[src/rtl/qsn_pkg.sv]
// rtl/qsn_pkg.sv - Shared constants, types and shift-to-select mapping for the Pc=3 QSN feeder
package qsn_pkg;

    localparam int Z       = 3;
    localparam int QSN_LAT = 2;

    typedef logic [Z-1:0] plane_t;

    typedef struct packed {
        logic [1:0] left;
        logic [1:0] right;
        logic [1:0] merge;
    } qsn_sel_t;

    localparam qsn_sel_t SEL_S0 = {2'd0, 2'd0, 2'b00};
    localparam qsn_sel_t SEL_S1 = {2'd1, 2'd2, 2'b11};
    localparam qsn_sel_t SEL_S2 = {2'd2, 2'd1, 2'b01};

    // Shift 3 has no legal meaning for Z=3; it falls back to the identity selects.
    function automatic qsn_sel_t shift_to_sel(input logic [1:0] shift);
        qsn_sel_t sel;
        case (shift)
            2'd1:    sel = SEL_S1;
            2'd2:    sel = SEL_S2;
            default: sel = SEL_S0;
        endcase
        return sel;
    endfunction

endpackage

[src/rtl/qsn_out_fifo.sv]
// rtl/qsn_out_fifo.sv - First-word fall-through FIFO that absorbs QSN results under downstream backpressure
module qsn_out_fifo #(
    parameter int FIFO_DEPTH = 4,
    parameter int W          = 12
) (
    input  logic         i_clk,
    input  logic         i_rst_n,
    input  logic         i_wr_en,
    input  logic [W-1:0] i_wr_data,
    input  logic         i_rd_en,
    output logic         o_valid,
    output logic [W-1:0] o_rd_data
);

    localparam int AW = $clog2(FIFO_DEPTH);
    localparam logic [AW:0] PTR_ONE = (AW+1)'(1);

    logic [AW:0]  r_wr_ptr;
    logic [AW:0]  r_rd_ptr;
    logic [W-1:0] r_mem [FIFO_DEPTH];

    logic w_full;
    logic w_empty;
    logic w_do_wr;
    logic w_do_rd;

    assign w_empty = (r_wr_ptr == r_rd_ptr);
    assign w_full  = (r_wr_ptr[AW] != r_rd_ptr[AW]) &&
                     (r_wr_ptr[AW-1:0] == r_rd_ptr[AW-1:0]);

    assign w_do_rd = i_rd_en && !w_empty;
    // A write into a full FIFO is only allowed when the head leaves on the same edge.
    assign w_do_wr = i_wr_en && (!w_full || w_do_rd);

    always_ff @(posedge i_clk or negedge i_rst_n) begin
        if (!i_rst_n) begin
            r_wr_ptr <= '0;
            r_rd_ptr <= '0;
        end else begin
            if (w_do_wr) begin
                r_wr_ptr <= r_wr_ptr + PTR_ONE;
            end
            if (w_do_rd) begin
                r_rd_ptr <= r_rd_ptr + PTR_ONE;
            end
        end
    end

    always_ff @(posedge i_clk) begin
        if (w_do_wr) begin
            r_mem[r_wr_ptr[AW-1:0]] <= i_wr_data;
        end
    end

    assign o_valid   = !w_empty;
    assign o_rd_data = w_empty ? '0 : r_mem[r_rd_ptr[AW-1:0]];

endmodule

[src/rtl/qsn_feed_ctrl_len3.sv]
// rtl/qsn_feed_ctrl_len3.sv - Credit-based feeder and output buffer for the Z=3 QSN; QSN_FEED_SHIFT_CHK_EN adds err_shift
module qsn_feed_ctrl_len3 #(
    parameter int Z          = qsn_pkg::Z,
    parameter int QSN_LAT    = qsn_pkg::QSN_LAT,
    parameter int FIFO_DEPTH = 4
) (
    input  logic         sys_clk,
    input  logic         rstn,
    input  logic         in_valid,
    output logic         in_ready,
    input  logic [1:0]   in_shift,
    input  logic [Z-1:0] in_bit0,
    input  logic [Z-1:0] in_bit1,
    input  logic [Z-1:0] in_bit2,
    input  logic [Z-1:0] in_bit3,
    output logic [Z-1:0] qsn_in_bit0,
    output logic [Z-1:0] qsn_in_bit1,
    output logic [Z-1:0] qsn_in_bit2,
    output logic [Z-1:0] qsn_in_bit3,
    output logic [1:0]   left_sel,
    output logic [1:0]   right_sel,
    output logic [1:0]   merge_sel,
    input  logic [Z-1:0] qsn_out_bit0,
    input  logic [Z-1:0] qsn_out_bit1,
    input  logic [Z-1:0] qsn_out_bit2,
    input  logic [Z-1:0] qsn_out_bit3,
    output logic         out_valid,
    input  logic         out_ready,
    output logic [Z-1:0] out_bit0,
    output logic [Z-1:0] out_bit1,
    output logic [Z-1:0] out_bit2,
    output logic [Z-1:0] out_bit3
`ifdef QSN_FEED_SHIFT_CHK_EN
    ,
    output logic         err_shift
`endif
);

    import qsn_pkg::*;

    localparam int CW = $clog2(FIFO_DEPTH) + 1;
    localparam int W  = 4 * Z;
    localparam logic [CW-1:0] CREDIT_INIT = CW'(FIFO_DEPTH);
    localparam logic [CW-1:0] CREDIT_ONE  = CW'(1);

    logic              r_live;
    logic [CW-1:0]     r_credit;
    logic [QSN_LAT:0]  r_vpipe;
    logic [Z-1:0]      r_qsn_in0;
    logic [Z-1:0]      r_qsn_in1;
    logic [Z-1:0]      r_qsn_in2;
    logic [Z-1:0]      r_qsn_in3;
    qsn_sel_t          r_sel;

    logic              w_acc;
    logic              w_bad;
    logic              w_take;
    logic              w_pop;
    logic              w_fifo_wr;
    logic              w_fifo_valid;
    logic [W-1:0]      w_fifo_wdata;
    logic [W-1:0]      w_fifo_rdata;
    qsn_sel_t          w_sel;

    // r_live keeps in_ready low during reset even though the credit resets full.
    assign in_ready = r_live && (r_credit != '0);
    assign w_acc    = in_valid && in_ready;

`ifdef QSN_FEED_SHIFT_CHK_EN
    logic r_err_shift;

    assign w_bad     = w_acc && (in_shift == 2'd3);
    assign err_shift = r_err_shift;

    always_ff @(posedge sys_clk or negedge rstn) begin
        if (!rstn) begin
            r_err_shift <= 1'b0;
        end else if (w_bad) begin
            r_err_shift <= 1'b1;
        end
    end
`else
    assign w_bad = 1'b0;
`endif

    // An illegal word is consumed but never enters the QSN or the credit loop.
    assign w_take = w_acc && !w_bad;
    assign w_sel  = shift_to_sel(in_shift);
    assign w_pop  = w_fifo_valid && out_ready;

    always_ff @(posedge sys_clk or negedge rstn) begin
        if (!rstn) begin
            r_live   <= 1'b0;
            r_credit <= CREDIT_INIT;
            r_vpipe  <= '0;
        end else begin
            r_live  <= 1'b1;
            r_vpipe <= {r_vpipe[QSN_LAT-1:0], w_take};
            case ({w_take, w_pop})
                2'b10:   r_credit <= r_credit - CREDIT_ONE;
                2'b01:   r_credit <= r_credit + CREDIT_ONE;
                default: r_credit <= r_credit;
            endcase
        end
    end

    always_ff @(posedge sys_clk or negedge rstn) begin
        if (!rstn) begin
            r_qsn_in0 <= '0;
            r_qsn_in1 <= '0;
            r_qsn_in2 <= '0;
            r_qsn_in3 <= '0;
            r_sel     <= SEL_S0;
        end else if (w_take) begin
            r_qsn_in0 <= in_bit0;
            r_qsn_in1 <= in_bit1;
            r_qsn_in2 <= in_bit2;
            r_qsn_in3 <= in_bit3;
            r_sel     <= w_sel;
        end
    end

    assign qsn_in_bit0 = r_qsn_in0;
    assign qsn_in_bit1 = r_qsn_in1;
    assign qsn_in_bit2 = r_qsn_in2;
    assign qsn_in_bit3 = r_qsn_in3;
    assign left_sel    = r_sel.left;
    assign right_sel   = r_sel.right;
    assign merge_sel   = r_sel.merge;

    // The last valid stage lines up with the QSN's registered result.
    assign w_fifo_wr    = r_vpipe[QSN_LAT];
    assign w_fifo_wdata = {qsn_out_bit3, qsn_out_bit2, qsn_out_bit1, qsn_out_bit0};

    qsn_out_fifo #(
        .FIFO_DEPTH (FIFO_DEPTH),
        .W          (W)
    ) u_fifo (
        .i_clk     (sys_clk),
        .i_rst_n   (rstn),
        .i_wr_en   (w_fifo_wr),
        .i_wr_data (w_fifo_wdata),
        .i_rd_en   (out_ready),
        .o_valid   (w_fifo_valid),
        .o_rd_data (w_fifo_rdata)
    );

    assign out_valid = w_fifo_valid;
    assign {out_bit3, out_bit2, out_bit1, out_bit0} = w_fifo_rdata;

endmodule

[config.mk]
export PLATFORM = sky130hd
export DESIGN_NAME = qsn_feed_ctrl_len3
export DESIGN_NICKNAME = d
export VERILOG_FILES = /design/src/rtl/qsn_pkg.sv /design/src/rtl/qsn_out_fifo.sv /design/src/rtl/qsn_feed_ctrl_len3.sv
export SDC_FILE = /design/constraint.sdc
export NUM_CORES = 1
export LEC_CHECK = 0
export CAP_MARGIN = 20
export CORE_ASPECT_RATIO = 0.75
export CORE_MARGIN = 10
export CORE_UTILIZATION = 51
export DETAILED_ROUTE_END_ITERATION = 6
export GPL_ROUTABILITY_DRIVEN = 1
export PLACE_DENSITY = 0.77
export SKIP_LAST_GASP = 1
export SLEW_MARGIN = 10
export SYNTH_ARGS = -nofsm -noshare
export SYNTH_HDL_FRONTEND = slang
export SYNTH_SLANG_ARGS = --single-unit
[constraint.sdc]
create_clock -name sys_clk -period 2.8 [get_ports sys_clk]
set_clock_uncertainty 0.05 [all_clocks]
set_input_delay 0.56 -clock sys_clk [delete_from_list [all_inputs] [get_ports sys_clk]]
set_output_delay 0.56 -clock sys_clk [all_outputs]
set_load 0.02 [all_outputs]
# After elaboration in Yosys (flattened, before gate mapping)
# Memory sizes are Yosys's and may differ from the RTL's.
# Cells that the tools add are included.
[totals]
in_bits = 30
n_memories = 1
out_inout_bits = 32
word_cells = 39
regBits = 31
mem_bits_rw = 48
[memory_table]
columns = ["memory", "depth", "width", "read_ports", "rd_clocked_by_memory_dff", "write_ports", "line_no", "text"]
rows = [
  ["u_fifo.r_mem", 4, 12, 1, 0, 1, "qsn_out_fifo.sv:20", "logic [W-1:0] r_mem [FIFO_DEPTH];"],
]
[op_classes]
addsub = 4
reduce_logical = 10
n_mux = 5
eq_ne = 7
[ops]
columns = ["cell", "n"]
rows = [
  ["12-bit 2-to-1 mux", 1],
  ["6-bit case mux with 2 select lines", 1],
  ["3-bit by 1-bit adder with 3-bit output (second input constant)", 3],
  ["3-bit case mux with 2 select lines", 1],
  ["1-bit logical AND", 5],
  ["2-bit by 1-bit equality test with 1-bit output (second input constant)", 2],
  ["2-bit equality test (second input constant)", 2],
  ["3-bit equality test", 1],
  ["3-bit nonzero test", 1],
  ["3-bit by 1-bit subtractor with 3-bit output (second input constant)", 1],
  ["2-bit equality test", 1],
  ["1-bit zero test", 2],
  ["1-bit 2-to-1 mux", 2],
  ["2-bit nonzero test", 1],
  ["1-bit logical OR", 1],
  ["1-bit != test", 1],
]

# Logic depth before layout (Yosys ltp)
# Gate-level depths: netlist of run 1.
[logic_depth]
word_depth = 7
mapped_depth = 10
mapped_depth_nobuf = 9

# Hierarchy
# From an unflattened synthesis of run 1, not the netlist that was laid out.
[unflattened]
cells_unflattened = 175
area_unflattened_um2 = 3174.3
[by_module_without_submodules]
columns = ["module", "n_inst", "cells_per_inst", "area_per_inst_um2", "seq_area_each_um2"]
rows = [
  ["qsn_out_fifo", 1, 116, 2239.6, 1591.5],
  ["qsn_feed_ctrl_len3", 1, 59, 934.6, 551.8],
]

# Worst setup path before layout of run 1
# No wires, ideal clock.
[synth_path]
kind = "flip-flop to flip-flop"
start = "register r_credit[0]"
end = "register r_credit[2]"
path_stages_with_launch = 9
n_path_buf = 1
setup_slack_ns = 0.556
setup_ns = 0.075
synth_period_minus_slack_ns = 2.244
required_time_ns = 2.675
arrival_ns = 2.120
cell_sequence = "dfrtp_1 o311ai_4 buf_4 ha_1 inv_1 fa_1 xor2_1 nor2_1 xor2_1"
[synth_between]
elab_chain_len = 5
elab_cells_between_ends = 9
cone_classes = "add/sub: 2; eq/ne: 2; mux: 1; reduce/logical: 4"
[synth_lines]
columns = ["item", "line_no", "text"]
rows = [
  ["start, declared", "qsn_feed_ctrl_len3.sv:47", "logic [CW-1:0] r_credit;"],
  ["start signal, assigned", "qsn_feed_ctrl_len3.sv:100", "2'b10: r_credit <= r_credit - CREDIT_ONE;"],
  ["start signal, assigned", "qsn_feed_ctrl_len3.sv:101", "2'b01: r_credit <= r_credit + CREDIT_ONE;"],
  ["start signal, assigned", "qsn_feed_ctrl_len3.sv:102", "default: r_credit <= r_credit;"],
  ["3-bit nonzero test", "qsn_feed_ctrl_len3.sv:66", "assign in_ready = r_live && (r_credit != '0);"],
  ["1-bit logical AND", "qsn_feed_ctrl_len3.sv:66", ""],
  ["1-bit logical AND", "qsn_feed_ctrl_len3.sv:67", "assign w_acc = in_valid && in_ready;"],
  ["2-bit by 1-bit equality test with 1-bit output / 2-bit equality test (equally long branches)", "qsn_feed_ctrl_len3.sv:99", "case ({w_take, w_pop})"],
  ["3-bit case mux with 2 select lines / 2-bit nonzero test (equally long branches)", "n/a", ""],
]
# Parallel ways exist; a longest one is shown, timed or not.
# A chain may end at the register's enable or synchronous reset.

# Final worst setup path of run 1
[layout_path]
start = "register u_fifo.r_rd_ptr[0]"
end = "output out_bit3[0]"
[layout_between]
elab_chain_len = 2
elab_cells_between_ends = 3
cone_classes = "eq/ne: 1; mux: 1; memory: 1"
[layout_lines]
columns = ["item", "line_no", "text"]
rows = [
  ["start, declared", "qsn_out_fifo.sv:19", "logic [AW:0] r_rd_ptr;"],
  ["start signal, assigned", "qsn_out_fifo.sv:44", "r_rd_ptr <= r_rd_ptr + PTR_ONE;"],
  ["memory read 4 x 12 bit / 3-bit equality test (equally long branches)", "n/a", ""],
  ["12-bit 2-to-1 mux (*)", "qsn_out_fifo.sv:56", "assign o_rd_data = w_empty ? '0 : r_mem[r_rd_ptr[AW-1:0]];"],
  ["end, declared", "qsn_feed_ctrl_len3.sv:32", "output logic [Z-1:0] out_bit3"],
]
# Mark *: on every way between the ends. The rest lies on a longest branch, timed or not.

==> results.toml, run 1 <==
[status]
outcome = "complete, no violations"

[synth]
synth_area_sq_um = 3160
synth-async-reset-ratio = 0.368
yosysMostFrequentCell = "edfxtp_1"
synth_top_area_share = 0.457
yosysWarnings = 0
syn-num-nets = 214
ys_ff_latch = 76
yosysSeqAreaShare = 0.679
synth-edff-count = 48
postSynthCellCount = 175
synth_top_area_cell = "edfxtp_1"
ys_types = 30
yosys-top-cells-area = "edfxtp_1 46%, dfrtp_1 21%, mux4_2 8.6%"
netlist_top_cells_count = "48 x edfxtp_1, 27 x dfrtp_1, 15 x mux2_2, 12 x mux4_2, 12 x nor2b_1"
ys.flop_type = "edfxtp_1"
syn_area_per_cell_sq_um = 18.0

[sta]
tightest_slew_ps = 1030
grt_setup_unrepaired = "yes"
layout_worst_path_cycle_share = 0.989
fmax_mhz = 361
setup_viol = 0
slew_violations = 0
slew_headroom = 0.313
layout_min_cycle_time_ps = 2770
hold_viol = 0

[final_layout]
drive_above_1_share = 0.239
syn2layout_area_growth_pct = 31.8
fin_area_sq_um = 4160
fillers = 382
fin_cells = 333
num_antenna_cells = 0
fin_nets = 289

[global_route]
first_global_vias = 1829
grt_first_pass_wirelength_microns = 9660
grt_max_degree = 29
antenna_found_initial = 0
overflow = 0
grt_usage = 0.128

[power]
p_switching_mw = 1.58
p_per_area_nw_per_um2 = 1120
swShare = 0.339
p_leak_nw = 1.56
total_power_mw = 4.66
max-vdd-ir-drop_mv = 0.474
combPwrFrac = 0.443
p_seq_frac = 0.346
p_clk_frac = 0.211
p_int_mw = 3.08

[floorplan]
fp.coreArea_sq_um = 5920
die_w_microns = 111
rows = 24
initial_core_util = 0.534
die_y_microns = 88.1
fp.dieArea_sq_um = 9770
ios = 62

[clocking]
clock-sinks = 76
numCtsBuffers = 9
hold_buffers = 0
clk_pin_slew_ps = 80
clockRootBuffer = "clkbuf_8"
clock_tree.buffer_depth = 2
htreeDepth = 3
cts_tree = "yes"
clk_latency_ps = 340
cts_setup_buffers = 0

[critical_path]
cp-start-kind = "register"
cp_cell_sequence = "buf_12 -> xor2_2 -> nor3_1 -> buf_4 -> nor2b_1 -> clkdlybuf4s50_1"
cp.required_ps = 2190
path_class = "register to primary output"
crit_slowest_cell = "clkdlybuf4s50_1"
end_kind = "primary output"
path_max_fanout = 15
arrival_ps = 2160
slowest_delay_ps = 640
r2r_cells = 9

[placement]
port_buffers = 61
place_inst = 315
routabilityCongestion = 0.752
placed_area_sq_um = 3890
hpwlAfterDp_microns = 4280

[drt]
ant_nets = 0
vias_per_cell = 5.05
wire_per_inst_microns = 17.9
first_iter_violations = 66
drt-pass1-iter-count = 4
drt-total-wl_microns = 5950
vias = 1682
drc = 0

[min_path]
hold_depth = 0
hp-class = "register to register"

[flow_run]
cap_viol_max_count = 0
==> metal layers <==
metal / up-vias / routed length [microns] / track usage
li1: 794 / - / -
met1: 844 / 2710 / 0.157
met2: 36 / 2890 / 0.200
met3: 8 / 250 / 0.0430
met4: 0 / 102 / 0.0625
met5: - / 0 / 0
==> kinds of logic (layout without fill, tap and decap cells) <==
logic type	Yosys count	count (layout)	share of synthesized area
flops	76	76	0.679
mux	29	29	0.147
simple gates	23	23	0.0400
buf+inv	19	99	0.0293
xor+xnor	10	10	0.0325
fa+ha+maj	9	9	0.0381
compound gates	8	8	0.0325
other cells	1	1	0.00119
==> cell type report <==
cell class	instances	area (sq um)	area share
clock inverters	6	113	0.0271
clock buffers	10	128	0.0307
repair buffers	72	709	0.171
multi-input cells	80	928	0.223
inverters	11	41.3	0.00992
well taps	78	97.6	0.0235
flip-flops and latches	76	2140	0.515
==> per-stage QoR <==
step	utilization	worst slack [ps]	setup TNS (ps)	hold WS (ps)
detailed placement	0.658	172	0	287
CTS	0.700	14.3	0	304
global placement	0.658	256	0	284
floorplan	-	556	0	214
global route	0.703	-119	-1250	316
finish	0.703	31.4	0	301
==> final timing paths <==
path | from | end | slack [ps]
min reg2reg | r_vpipe[0] | r_vpipe[1] | 300
max | u_fifo.r_rd_ptr[0] | out_bit3[0] | 30
max in group asynchronous | rstn | r_credit[2] | 1850
min | r_vpipe[0] | r_vpipe[1] | 300
max reg2reg | u_fifo.r_rd_ptr[0] | r_credit[1] | 390
min in group asynchronous | rstn | qsn_in_bit0[1] | 540
==> cells in the final DEF (no fill, tap or decap) <==
cell type	n
clkdlybuf4s50_1	61
edfxtp_1	48
dfrtp_1	27
mux2_2	15
mux4_2	12
nor2b_1	12
inv_1	11
clkbuf_8	9
buf_4	9
ha_1	8
xnor2_1	5
nor2_1	4
xor2_2	3
nand2_1	3
bufinv_16	3
clkinvlp_4	3
nor3_1	2
xor2_1	2
o311ai_1	2
o31ai_2	1
o311ai_4	1
o41ai_4	1
a21oi_1	1
o31a_1	1
o21ai_0	1
mux2_1	1
mux2_4	1
nand3b_1	1
or4_1	1
fa_1	1
clkbuf_1	1
buf_6	1
buf_12	1
dfstp_2	1
conb_1	1
==> registers in the layout, summed over array words and instances (netlist names) <==
name             flops
r_vpipe              3
r_live               1
right_sel            1
u_fifo.r_wr_ptr      3
u_fifo.r_mem        48
merge_sel            1
left_sel             1
u_fifo.r_rd_ptr      3
qsn_in_bit0          3
r_credit             3
qsn_in_bit1          3
qsn_in_bit2          3
qsn_in_bit3          3
==> worst max-delay path: cells and delay by family, from the launching register on <==
kind / cells / cell delay (ps)
buffers and inverters: 3 / 1010
xor gates and xnor gates: 1 / 180
and+or+nand+nor: 2 / 240
DFF: 1 / 380
==> power by group through the flow <==
stage | clock network [mW] | registers [mW] | logic (mW)
after CTS | 1.01 | 1.62 | 2.10
after floorplan | 0 | 1.71 | 1.13
final | 0.986 | 1.61 | 2.07
after global routing | 1.06 | 1.64 | 2.23
after global placement | 0 | 1.62 | 2.05
after detailed placement | 0 | 1.64 | 2.08
==> what timing repair did <==
item	4_1_cts	5_1_grt
pin swaps	0	0
setup endpoints to repair	4	13
gates resized for setup	1	0
(Power assumes the default switching activity.)
==> inputs of run 2 (changes only) <==
- CELL_PAD_IN_SITES_DETAIL_PLACEMENT: default -> 0
- CELL_PAD_IN_SITES_GLOBAL_PLACEMENT: default -> 1
- CORE_UTILIZATION: 51 -> 43
==> run 2 against run 1 <==
Compared with the run above:
- largest cell class unchanged
- register-to-register slack about the same
- clock power down 25%
- first-iteration DRC count unchanged
- cell area unchanged
- utilization is 11 points lower
- highest routed layer unchanged
- cell count grew 7.5%
- sequential cell count unchanged
- wire length shrank 1.2%
- critical path type unchanged
- sequential share of layout area hardly changed
==> results.toml, run 2 (synthesis results as in run 1) <==
[drt]
ant_nets = 0
drt-pass1-iter-count = 4
wire_per_inst_microns = 16.4
first_iter_violations = 66
vias = 1710
vias_per_cell = 4.78
drc = 0
drt-total-wl_microns = 5880

[critical_path]
cp_top_family = "buffers and inverters"
cp.buffers_inverters = 3
path_class = "register to primary output"
crit_slowest_cell = "dfrtp_1"
path_max_fanout = 6
cpMostUsedCell = "buf_4"
cp-start-kind = "register"
r2r-end = "r_credit[1]"
slowest_delay_ps = 460
cp.required_ps = 2190
arrival_ps = 1990
r2r-start = "u_fifo.r_wr_ptr[0]"
timing.reg2reg.setup_slack_ps = 400
r2r_cells = 8
cp_cell_sequence = "xor2_2 -> nor3_1 -> buf_4 -> buf_4 -> nor2b_1 -> dlygate4sd2_1"
end_kind = "primary output"

[sta]
finalSetupTns_ps = 0
layout_worst_path_cycle_share = 0.929
tightest_slew_ps = 564
layout_min_cycle_time_ps = 2600
hold_viol = 0
fmax_mhz = 385
setup_viol = 0
slew_violations = 0
slew_headroom = 0.623
grt_setup_unrepaired = "no"
fin_ws_ps = 199

[power]
max-vdd-ir-drop_mv = 0.581
p_per_area_nw_per_um2 = 1040
p_leak_nw = 1.62

[final_layout]
syn2layout_area_growth_pct = 31.8
fin_nets = 294
layout.area.seq_sq_um = 2140
multi_input_area_sq_um = 928
fillers = 563
largest_reg_flops = 48
num_antenna_cells = 0
layout_commonest_cell = "clkdlybuf4s50_1"
mostFrequentLayoutCells = "49 x clkdlybuf4s50_1, 48 x edfxtp_1, 26 x dfrtp_1"
drive_above_1_share = 0.262

[floorplan]
die_w_microns = 119
fp.coreArea_sq_um = 6960
die_y_microns = 94.2
fp.dieArea_sq_um = 11200
initial_core_util = 0.453
ios = 62
rows = 26

[global_route]
grt_max_degree = 29
antenna_found_initial = 0
grt_first_pass_wirelength_microns = 9640
grt_usage = 0.111
first_global_vias = 1840
overflow = 0

[placement]
hpwlAfterDp_microns = 4330
dp_slack_ps = 210
routabilityCongestion = 0.719
port_buffers = 61

[status]
outcome = "complete, no violations"

[clocking]
htreeDepth = 3
clockRootBuffer = "clkbuf_8"
numCtsBuffers = 9
hold_buffers = 0
clk_latency_ps = 340
clock-sinks = 76
cts_tree = "yes"
clk_pin_slew_ps = 80
clock_tree.buffer_depth = 2

[min_path]
worstHoldStart = "r_vpipe[0]"
hold_depth = 0
hold-path-endpoint = "r_vpipe[1]"
hp-class = "register to register"

[flow_run]
cap_viol_max_count = 0
[run 2: per-stage QoR]
| step | cells | hold WS (ps) | utilization | total power [mW] | instance area (sq um) |
|---|---|---|---|---|---|
| 6_report | 358 | 311 | 0.598 | 4.35 | 4160 |
| 5_1_grt | 358 | 319 | 0.598 | 4.66 | 4160 |
| 4_1_cts | 353 | 313 | 0.589 | 4.39 | 4100 |
| 3_5_place_dp | 337 | 294 | 0.563 | 3.69 | 3920 |
| 3_3_place_gp | 337 | 284 | 0.563 | 3.67 | 3920 |
| 2_1_floorplan | 175 | 214 | - | 2.83 | 3160 |
[run 2: repair_timing]
action | 4_1_cts | 5_1_grt
buffers inserted | 0 | 3
resized for setup | 9 | 5
endpoints found under the setup margin | 12 | 6
[run 2: worst max path at each step]
stage / startpoint / end / slack (ps) / depth (start not counted)
after CTS: u_fifo.r_rd_ptr[0] / out_bit3[0] / 6 / 4
after global routing: u_fifo.r_wr_ptr[2] / out_bit3[1] / 70 / 6
after floorplan: r_credit[0] / r_credit[2] / 560 / 8
after detailed placement: out_ready / r_credit[2] / 210 / 10
after global placement: out_ready / u_fifo.r_mem[2][1] / 270 / 3
final: u_fifo.r_wr_ptr[2] / out_bit3[1] / 200 / 6
[run 2: final cells by class]
| class | count | share of cell area |
|---|---|---|
| repair buffers | 77 | 0.178 |
| well taps | 98 | 0.0295 |
| clock inverters | 7 | 0.0138 |
| inverters | 11 | 0.00992 |
| clock buffers | 9 | 0.0298 |
| flip-flops and latches | 76 | 0.515 |
| multi-input cells | 80 | 0.223 |
[run 2: report_power, final]
part           switching, mW  total (mW)  leakage, nW  internal [mW]
logic                  0.981        1.98        0.764           1.00
registers              0.178        1.62        0.769           1.44
clock network          0.410       0.742       0.0829          0.331
[run 2: metal layers]
metal / GRT usage / wire [microns] / up-vias
li1: - / - / 805
met1: 0.129 / 2560 / 840
met2: 0.166 / 2650 / 58
met3: 0.0721 / 609 / 7
met4: 0.0274 / 56 / 0
met5: 0 / 0 / -
==> inputs of run 3 (changes only) <==
- GPL_ROUTABILITY_DRIVEN: 1 -> 0
- clock period: 2.8 -> 2.65 ns (I/O delays scaled with it)
==> run 3 against run 2 <==
Compared with the run above:
- non-clock buffer count decreased by 2
- first-iteration DRC count up 17%
- combinational power is essentially flat
- count of clock-buffer cells in the layout up 1
- largest power group unchanged
- cell count down 0.56%
==> results.toml, run 3 (synthesis results as in run 1) <==
[floorplan]
ios = 62
fp.coreArea_sq_um = 6960
fp.dieArea_sq_um = 11200
initial_core_util = 0.453
die_y_microns = 94.2
die_w_microns = 119
rows = 26

[final_layout]
mostFrequentLayoutCells = "48 x clkdlybuf4s50_1, 48 x edfxtp_1, 26 x dfrtp_1"
drive_above_1_share = 0.252
syn2layout_area_growth_pct = 30.0
fin_area_sq_um = 4110
num_antenna_cells = 0
fin_util = 0.590
largest_reg_flops = 48
fin_nets = 292

[drt]
drt-pass1-iter-count = 4
wire_per_inst_microns = 16.7
top_layer = "met4"
wl_met1_microns = 2570
first_iter_violations = 77
wl_met3_microns = 585
vias = 1708
drc = 0
ant_nets = 0
drt-total-wl_microns = 5950
vias_per_cell = 4.80
wl_met2_microns = 2730

[critical_path]
path_max_fanout = 8
slowest_delay_ps = 520
path_class = "register to primary output"
crit_slowest_cell = "mux4_2"
arrival_ps = 1880
cp_cell_sequence = "buf_4 -> mux4_2 -> nor2b_1 -> dlygate4sd2_1"
end_kind = "primary output"
cp.required_ps = 2070
cp-start-kind = "register"

[global_route]
antenna_found_initial = 0
grt_usage = 0.111
grt_first_pass_wirelength_microns = 9600
grt_max_degree = 29
overflow = 0
first_global_vias = 1866

[power]
p_leak_nw = 1.55
max-vdd-ir-drop_mv = 0.534
p_per_area_nw_per_um2 = 1090

[placement]
hpwlAfterDp_microns = 4330
port_buffers = 61
placed_area_sq_um = 3940

[status]
outcome = "complete, no violations"

[clocking]
clock_tree.buffer_depth = 2
hold_buffers = 0
htreeDepth = 3
clk_pin_slew_ps = 80
clock-sinks = 76
cts_resized = 15
cts_tree = "yes"
cts_setup_buffers = 0
numCtsBuffers = 9
clockRootBuffer = "clkbuf_8"
clk_latency_ps = 340

[sta]
layout_worst_path_cycle_share = 0.930
slew_violations = 0
tightest_slew_ps = 501
layout_min_cycle_time_ps = 2460
slew_headroom = 0.665
finalSetupTns_ps = 0
hold_viol = 0
fmax_mhz = 406
setup_viol = 0
grt_setup_unrepaired = "no"

[flow_run]
cap_viol_max_count = 0

[min_path]
hp-class = "register to register"
[run 3: power by group]
| part | leakage (nW) | internal [mW] | total (mW) | switching, mW |
|---|---|---|---|---|
| Clock | 0.0783 | 0.337 | 0.750 | 0.413 |
| Combinational | 0.707 | 0.978 | 2.00 | 1.02 |
| Sequential | 0.769 | 1.53 | 1.71 | 0.188 |
[run 3: final cells by class]
type	count	area, sq um
fill	564	2860
sequential	76	2140
multi-input combinational	80	928
timing repair buffer	75	699
clock buffer	10	128
tap	98	123
clock inverter	6	41.3
inverter	11	41.3
[run 3: final timing paths]
path / start / endpoint / slack (ps) / cells after the start
setup / recovery: u_fifo.r_rd_ptr[0] / out_bit3[0] / 190 / 4
hold / removal: r_vpipe[1] / r_vpipe[2] / 300 / 0
setup reg to reg: u_fifo.r_rd_ptr[0] / r_credit[1] / 320 / 9
hold reg to reg: r_vpipe[1] / r_vpipe[2] / 300 / 0
max in group asynchronous: rstn / r_credit[2] / 1740 / 2
min in group asynchronous: rstn / qsn_in_bit1[0] / 510 / 2
[run 3: worst max-delay path, delay by kind of cell (launching register included)]
family / cells / cell delay (ps)
muxes: 1 / 520
buffers and inverters: 2 / 530
DFF: 1 / 350
and+or+nand+nor: 1 / 140
[run 3: through the flow]
step	instances	total power, mW	hold slack, ps	setup slack (ps)
after CTS	356	4.55	303	134
final	356	4.46	300	185
after detailed placement	340	3.91	286	276
after global placement	340	3.88	282	307
after floorplan	175	2.99	184	406
after global routing	356	4.76	318	59.2
[run 3: layer usage]
| layer | vias up | track usage |
|---|---|---|
| met2 | 60 | 0.173 |
| met3 | 10 | 0.0643 |
| met4 | 0 | 0.0426 |
| met5 | - | 0 |
| li1 | 792 | - |
| met1 | 846 | 0.124 |
